File: src/rtl/fifo_rd_packer.sv
// Read-side FIFO consumer: packs PACK byte-wide FIFO words into one wide word
// on a valid/ready stream, with flush-driven partial words carrying a keep mask.
module fifo_rd_packer #(
  parameter int DATA_WIDTH = 8,
  parameter int PACK       = 4,
  parameter int OUT_WIDTH  = DATA_WIDTH * PACK
) (
  input  logic                  clk,
  input  logic                  rst_n,
  input  logic                  fifo_empty,
  output logic                  fifo_rd_en,
  input  logic [DATA_WIDTH-1:0] fifo_data_out,
  input  logic                  flush,
  output logic                  m_valid,
  input  logic                  m_ready,
  output logic [OUT_WIDTH-1:0]  m_data,
  output logic [PACK-1:0]       m_keep,
  output logic                  m_last,
  output logic                  busy
);

  localparam int CW = $clog2(PACK) + 1;
  localparam logic [CW-1:0] CNT_FULL = CW'(PACK);
  localparam logic [CW:0]   PACK_EXT = (CW + 1)'(PACK);

  logic [CW-1:0]         cnt_q, cnt_d;
  logic                  rd_pend_q, rd_pend_d;
  logic                  flush_pend_q, flush_pend_d;
  logic [OUT_WIDTH-1:0]  acc_q, acc_d;
  logic                  m_valid_q, m_valid_d;
  logic [OUT_WIDTH-1:0]  m_data_q, m_data_d;
  logic [PACK-1:0]       m_keep_q, m_keep_d;
  logic                  m_last_q, m_last_d;

  logic                  free;
  logic                  flush_req;
  logic                  cnt_full;
  logic [CW:0]           in_flight;
  logic                  rd_ok;
  logic                  load_full;
  logic                  flush_ready;
  logic                  flush_part;
  logic                  flush_empty;
  logic [PACK-1:0]       part_keep;
  logic [OUT_WIDTH-1:0]  part_data;

  // A flush seen this cycle acts at once, so an idle packer answers in one cycle.
  always_comb begin
    free        = !m_valid_q | m_ready;
    flush_req   = flush | flush_pend_q;
    cnt_full    = (cnt_q == CNT_FULL);
    in_flight   = {1'b0, cnt_q} + {{CW{1'b0}}, rd_pend_q};
    rd_ok       = !fifo_empty & !flush & !flush_pend_q & (in_flight < PACK_EXT);
    fifo_rd_en  = rst_n & rd_ok;
    load_full   = cnt_full & free;
    flush_ready = flush_req & !rd_pend_q;
    flush_part  = flush_ready & (cnt_q != '0) & !cnt_full & free;
    flush_empty = flush_ready & (cnt_q == '0);
  end

  always_comb begin
    part_keep = '0;
    part_data = '0;
    for (int i = 0; i < PACK; i++) begin
      if (CW'(i) < cnt_q) begin
        part_keep[i]                          = 1'b1;
        part_data[i*DATA_WIDTH +: DATA_WIDTH] = acc_q[i*DATA_WIDTH +: DATA_WIDTH];
      end
    end
  end

  always_comb begin
    cnt_d        = cnt_q;
    rd_pend_d    = rd_ok;
    flush_pend_d = flush_pend_q;
    acc_d        = acc_q;
    m_valid_d    = m_valid_q;
    m_data_d     = m_data_q;
    m_keep_d     = m_keep_q;
    m_last_d     = m_last_q;

    if (rd_pend_q) begin
      for (int i = 0; i < PACK; i++) begin
        if (cnt_q == CW'(i)) begin
          acc_d[i*DATA_WIDTH +: DATA_WIDTH] = fifo_data_out;
        end
      end
      cnt_d = cnt_q + CW'(1);
    end

    if (m_valid_q & m_ready) begin
      m_valid_d = 1'b0;
    end

    if (load_full) begin
      m_valid_d = 1'b1;
      m_data_d  = acc_q;
      m_keep_d  = '1;
      m_last_d  = flush_req;
      cnt_d     = '0;
    end else if (flush_part) begin
      m_valid_d = 1'b1;
      m_data_d  = part_data;
      m_keep_d  = part_keep;
      m_last_d  = 1'b1;
      cnt_d     = '0;
    end

    if (flush) begin
      flush_pend_d = 1'b1;
    end
    if ((load_full & flush_req) | flush_part | flush_empty) begin
      flush_pend_d = 1'b0;
    end
  end

  always_ff @(posedge clk or negedge rst_n) begin
    if (!rst_n) begin
      cnt_q        <= '0;
      rd_pend_q    <= 1'b0;
      flush_pend_q <= 1'b0;
      acc_q        <= '0;
      m_valid_q    <= 1'b0;
      m_data_q     <= '0;
      m_keep_q     <= '0;
      m_last_q     <= 1'b0;
    end else begin
      cnt_q        <= cnt_d;
      rd_pend_q    <= rd_pend_d;
      flush_pend_q <= flush_pend_d;
      acc_q        <= acc_d;
      m_valid_q    <= m_valid_d;
      m_data_q     <= m_data_d;
      m_keep_q     <= m_keep_d;
      m_last_q     <= m_last_d;
    end
  end

  assign m_valid = m_valid_q;
  assign m_data  = m_data_q;
  assign m_keep  = m_keep_q;
  assign m_last  = m_last_q;
  assign busy    = (cnt_q != '0) | rd_pend_q | flush_pend_q | m_valid_q;

endmodule

File: config.mk
export PLATFORM = sky130hd
export DESIGN_NAME = fifo_rd_packer
export DESIGN_NICKNAME = d
export VERILOG_FILES = /design/src/rtl/fifo_rd_packer.sv
export SDC_FILE = /design/constraint.sdc
export NUM_CORES = 1
export LEC_CHECK = 0
export CELL_PAD_IN_SITES_DETAIL_PLACEMENT = 0
export CELL_PAD_IN_SITES_GLOBAL_PLACEMENT = 1
export CORE_MARGIN = 5
export CORE_UTILIZATION = 39
export CTS_BUF_LIST = sky130_fd_sc_hd__clkbuf_8
export DETAILED_ROUTE_END_ITERATION = 10
export PLACE_DENSITY = 0.83
export REMOVE_ABC_BUFFERS = 1
export SLEW_MARGIN = 20
export SYNTH_ARGS = -nofsm -noshare
export SYNTH_HDL_FRONTEND = slang
export SYNTH_SLANG_ARGS = --single-unit
File: constraint.sdc
create_clock -name clk -period 2 [get_ports clk]
set_input_delay 0.3 -clock clk [delete_from_list [all_inputs] [get_ports clk]]
set_output_delay 0.3 -clock clk [all_outputs]
set_load 0.05 [all_outputs]
======== Yosys cells after proc, flatten, opt, wreduce, memory -nomap -nowiden ========
Index checks and enable logic that the tools add are counted.
cells by class
  reduce and logical (&&, ||, !) cells .... 16
  magnitude comparators ................... 5
  equal/unequal tests ..................... 4
  bitwise logic cells ..................... 19
  $add $sub $neg .......................... 2
  mux-type cells .......................... 22
operators by type and width
  kind                 count
  $mux 32              2
  $mux 8               4
  $and 1x1->1          12
  $mux 1               11
  $mux 3               3
  $reduce_bool 3->1    3
  $mux 4               2
  $reduce_and 2->1     4
  $or 1x1->1           7
  $eq 3x2->1 const B   2
  $logic_not 1->1      6
  $lt 1x3->1 const A   2
  $lt 2x3->1 const A   2
  $add 3x1->4          1
  $lt 4x3->1 const B   1
  $reduce_bool 2->1    2
  $add 3x1->3 const B  1
  $eq 3x1->1 const B   1
  $eq 3x3->1 const B   1
  $logic_not 3->1      1
storage, ports and cells
  flip-flop bits (word level) ............. 75
  logic and storage cells ................. 79
  output and inout bits ................... 40

======== Longest topological paths before layout ========
  depth after elaboration ................. 8
  mapped depth ............................ 10
  mapped depth without buffers ............ 6

======== Least setup slack after synthesis ========
No wires, ideal clock.
  path type ............................... flip-flop to flip-flop
  from .................................... reg cnt_q[1]
  to ...................................... reg m_keep_q[3] (netlist: m_keep[3])
  cell stages (with the launch flop) ...... 8
  setup slack ............................. -18 ps
  clock period less this slack ............ 2018 ps
  required time ........................... 1875 ps
  arrival ................................. 1894 ps
  path buffers ............................ 2
  cell sequence ........................... dfrtp_1 clkbuf_1 inv_1 ha_1 buf_2 o31a_1 nor2_1 mux2_2
on the way
  cells in the longest elaborated chain, start to end .. 5
  elaborated cells on any way between the ends .. 12
  classes of those cells .................. order compare (1); eq/ne (1); mux (3); bitwise (4); reduce/logical (3)
RTL lines
  element                                             RTL line  text
  start: declaration                                  26        logic [CW-1:0] cnt_q, cnt_d;
  start signal: assignment                            128       cnt_q <= cnt_d;
  branches (longest 5 deep; another with $lt 2x3->1)  n/a
  end signal: assignment                              134       m_keep_q <= m_keep_d;
  end: declaration                                    32        logic [PACK-1:0] m_keep_q, m_keep_d;
Several ways; the timed one is not identified. The select of a mux whose other input is x is not followed.
A chain may end at the register's enable or synchronous reset.

======== Worst setup path after layout ========
  from .................................... reg cnt_q[2]
  to ...................................... out fifo_rd_en
on the way
  cells in the longest elaborated chain, start to end .. 4
RTL lines
  element           RTL line  text
  $add 3x1->4       52        in_flight = {1'b0, cnt_q} + {{CW{1'b0}}, rd_pend_q};
  $lt 4x3->1        53        rd_ok = !fifo_empty & !flush & !flush_pend_q & (in_flight < PACK_EXT);
  $and 1x1->1       53
  $and 1x1->1       54        fifo_rd_en = rst_n & rd_ok;
  end: declaration  11        output logic fifo_rd_en,
Every way passes these cells.

==> results.ini <==
[timing]
finalHoldViolCount=0
report.final.slew_viol_count=0
rsz0062_at_grt=no
setup_violations=0
timing.slew.headroom_pct=66.3
layout_min_cycle_time_ns=1.87
clock_skew_ns=0.00558
fmax_mhz=535
setup_ws_ns=0.131
worstMarginPinSlew_ns=0.503
post-route-period-util_pct=93.5

[synth]
netlist_top_cells_area=dfrtp_1 (58%), mux2_2 (12%), o21ai_0 (6.1%), o31ai_1 (5.6%), nand2_1 (2.9%)
synth_edf_count=0
synth_top_cells_by_count=dfrtp_1 (75), o21ai_0 (39), mux2_2 (33)
async_flop_share_pct=100
synth_top_flop_cell=dfrtp_1
synth.distinct_cells=35
ys_seq_area_share_pct=58.2
syn_area_per_cell_um2=11.7
netlist_instances=276
yosysMostFrequentCell=dfrtp_1
synth_area_um2=3220
yosysTopAreaCell=dfrtp_1
yosysWarnings=0
synth.ff_latch_count=75
yosysTopAreaCellShare_pct=58.2

[floorplan]
start_util_pct=39.6
io_pins=53
dieWidth_um=101
die_h_um=101
die-area_um2=10200
rows=33
core_um2=8130

[setup_path]
r2r-start=cnt_q[1]
path_cells=and2b_2 > nand3_2 > and3_1 > buf_12
worstPathArrival_ns=1.57
worstPathRequired_ns=1.70
cp_max_fo=8
critPathKind=flip-flop to primary output
cp-end-kind=primary output
slowest_delay_ns=0.47
r2r-end=m_data[6]
critPathLaunchType=flip-flop
rr_worst_depth=5
crit_buf_inv=1
cp_top_family=simple AND/OR/NAND/NOR gates
rrSetupSlack_ns=0.19
worst_path_max_delay_cell=dfrtp_2

[finish]
register_area_um2=1880
multiInputGateArea_um2=1180
final_util_pct=50.7
diodes=0
stdcell_count=439
final_nets=345
area_growth_pct=27.8
drive_gt1_share_pct=21.9
fill_cells=742

[global_routing]
gr-usage-met2_pct=22.7
grt_start_max_net_pins=76
antenna_found_initial=0
top_usage_layer=met2
grt_pass1_vias=2234
grt_use_met3_pct=4.91
grt_first_pass_wirelength_mm=11.5
met1_usage_pct=19.6
grt_use_total_pct=14.8
globalRouteOverflowTotal=0

[placement]
dpl.hpwl_mm=4.64
place_inst=423
place_worst_setup_slack_ns=0.130
port_buffers=52
place.gp.congestion=0.795

[run_status]
status=finished clean

[routing]
first_iter_violations=88
via_per_inst=5.18
drtPass1Iterations=4
via_count=2273
final_antenna_net_count=0
drc=0
wire_per_inst_um=16.1
wl_mm=7.06

[min_path]
hp-class=primary input to asynchronous set/reset pin

[pwr]
leakage_nw=1.74
p_sw_share_pct=43.6
power_mw=7.58
pwr-share-clk_pct=15.9
peakVddDrop_uv=1200
powerDensity_nw_per_um2=1840
p_int_mw=4.27
p_sw_mw=3.30
p_comb_share_pct=49.9
power_frac_seq_pct=34.2

[clocking]
cts_num_sinks=75
clk_path_buf_depth=2
path_clk_slew_ns=0.08
cts_tree=built
cts_buffers=9
postCtsSetupBuffers=0
cts.root.buffer_cell=clkbuf_8
postCtsHoldBufs=0
worstSkewPairLatency_ns=0.34
post_cts_resized=0
h-tree-depth=3

[run]
cap_violations=0

-- state kept, by name, indices dropped and copies added (netlist names) --
signal and flops:
flush_pend_q 1, cnt_q 3, m_data 32, m_last 1, rd_pend_q 1, acc_q 32
m_valid 1, m_keep 4
-- power groups by stage --
| stage | clock, mW | combinational [mW] | sequential (mW) |
|---|---|---|---|
| CTS | 1.24 | 3.80 | 2.60 |
| global route | 1.31 | 4.04 | 2.69 |
| global placement | 0 | 3.73 | 2.60 |
| floorplan | 0 | 1.26 | 3.73 |
| finish | 1.20 | 3.78 | 2.59 |
| detailed placement | 0 | 3.79 | 2.62 |
-- layout by cell type (no fill, tap or decap), types with 2 or more instances in the layout --
cell | Yosys | layout
nor3_1 | 2 | 2
and3_1 | 2 | 2
nand2_1 | 25 | 25
dfrtp_1 | 75 | 73
buf_12 | 0 | 5
clkdlybuf4s50_1 | 0 | 49
mux2_2 | 33 | 33
o21ai_0 | 39 | 39
buf_4 | 0 | 11
a21oi_1 | 3 | 3
ha_1 | 3 | 3
nor4_1 | 3 | 2
o41ai_1 | 8 | 8
dfrtp_2 | 0 | 2
o31ai_1 | 24 | 24
o21ai_1 | 2 | 2
nor2_1 | 6 | 6
inv_1 | 11 | 11
clkbuf_8 | 0 | 11
-- per-layer routing --
layer	vias up	share of wire (%)
li1	1102	-
met1	1093	45
met2	72	48
met3	6	6.5
met4	0	0.81
met5	-	0
-- cells by family after synthesis --
kind of cell	after synthesis	synth area share, %
compound gates	84	16.5
flops	75	58.2
simple gates	43	6.02
buf+inv	35	5.70
mux	34	11.8
fa+ha+maj	3	1.16
xor+xnor	2	0.543
-- stage by stage --
stage | cell area (um^2) | TNS (ns) | hold WS (ns)
2_1_floorplan | 3080 | -54.32 | 0.00441
3_3_place_gp | 3900 | 0 | 0.465
3_5_place_dp | 3900 | 0 | 0.464
4_1_cts | 4110 | 0 | 0.0836
5_1_grt | 4120 | 0 | 0.0932
6_report | 4120 | 0 | 0.0512
-- layout make-up --
type	count	share of cell area (%)
clock inverter	5	1.46
timing repair buffer	66	16.5
inverter	11	1.00
sequential	75	45.6
tap	105	3.19
clock buffer	11	3.67
multi-input combinational	166	28.6
-- how the worst max path moves through the flow --
| stage | from | endpoint | slack [ns] | depth (start not counted) |
|---|---|---|---|---|
| 2_1_floorplan | m_valid | m_keep[1] | -1.61 | 4 |
| 3_3_place_gp | flush | m_data[6] | 0.21 | 5 |
| 3_5_place_dp | flush | m_data[7] | 0.13 | 5 |
| 4_1_cts | rd_pend_q | fifo_rd_en | 0.03 | 4 |
| 5_1_grt | cnt_q[2] | fifo_rd_en | 0.04 | 4 |
| 6_report | cnt_q[2] | fifo_rd_en | 0.13 | 4 |
No activity file was read; power rests on OpenSTA's default activity.
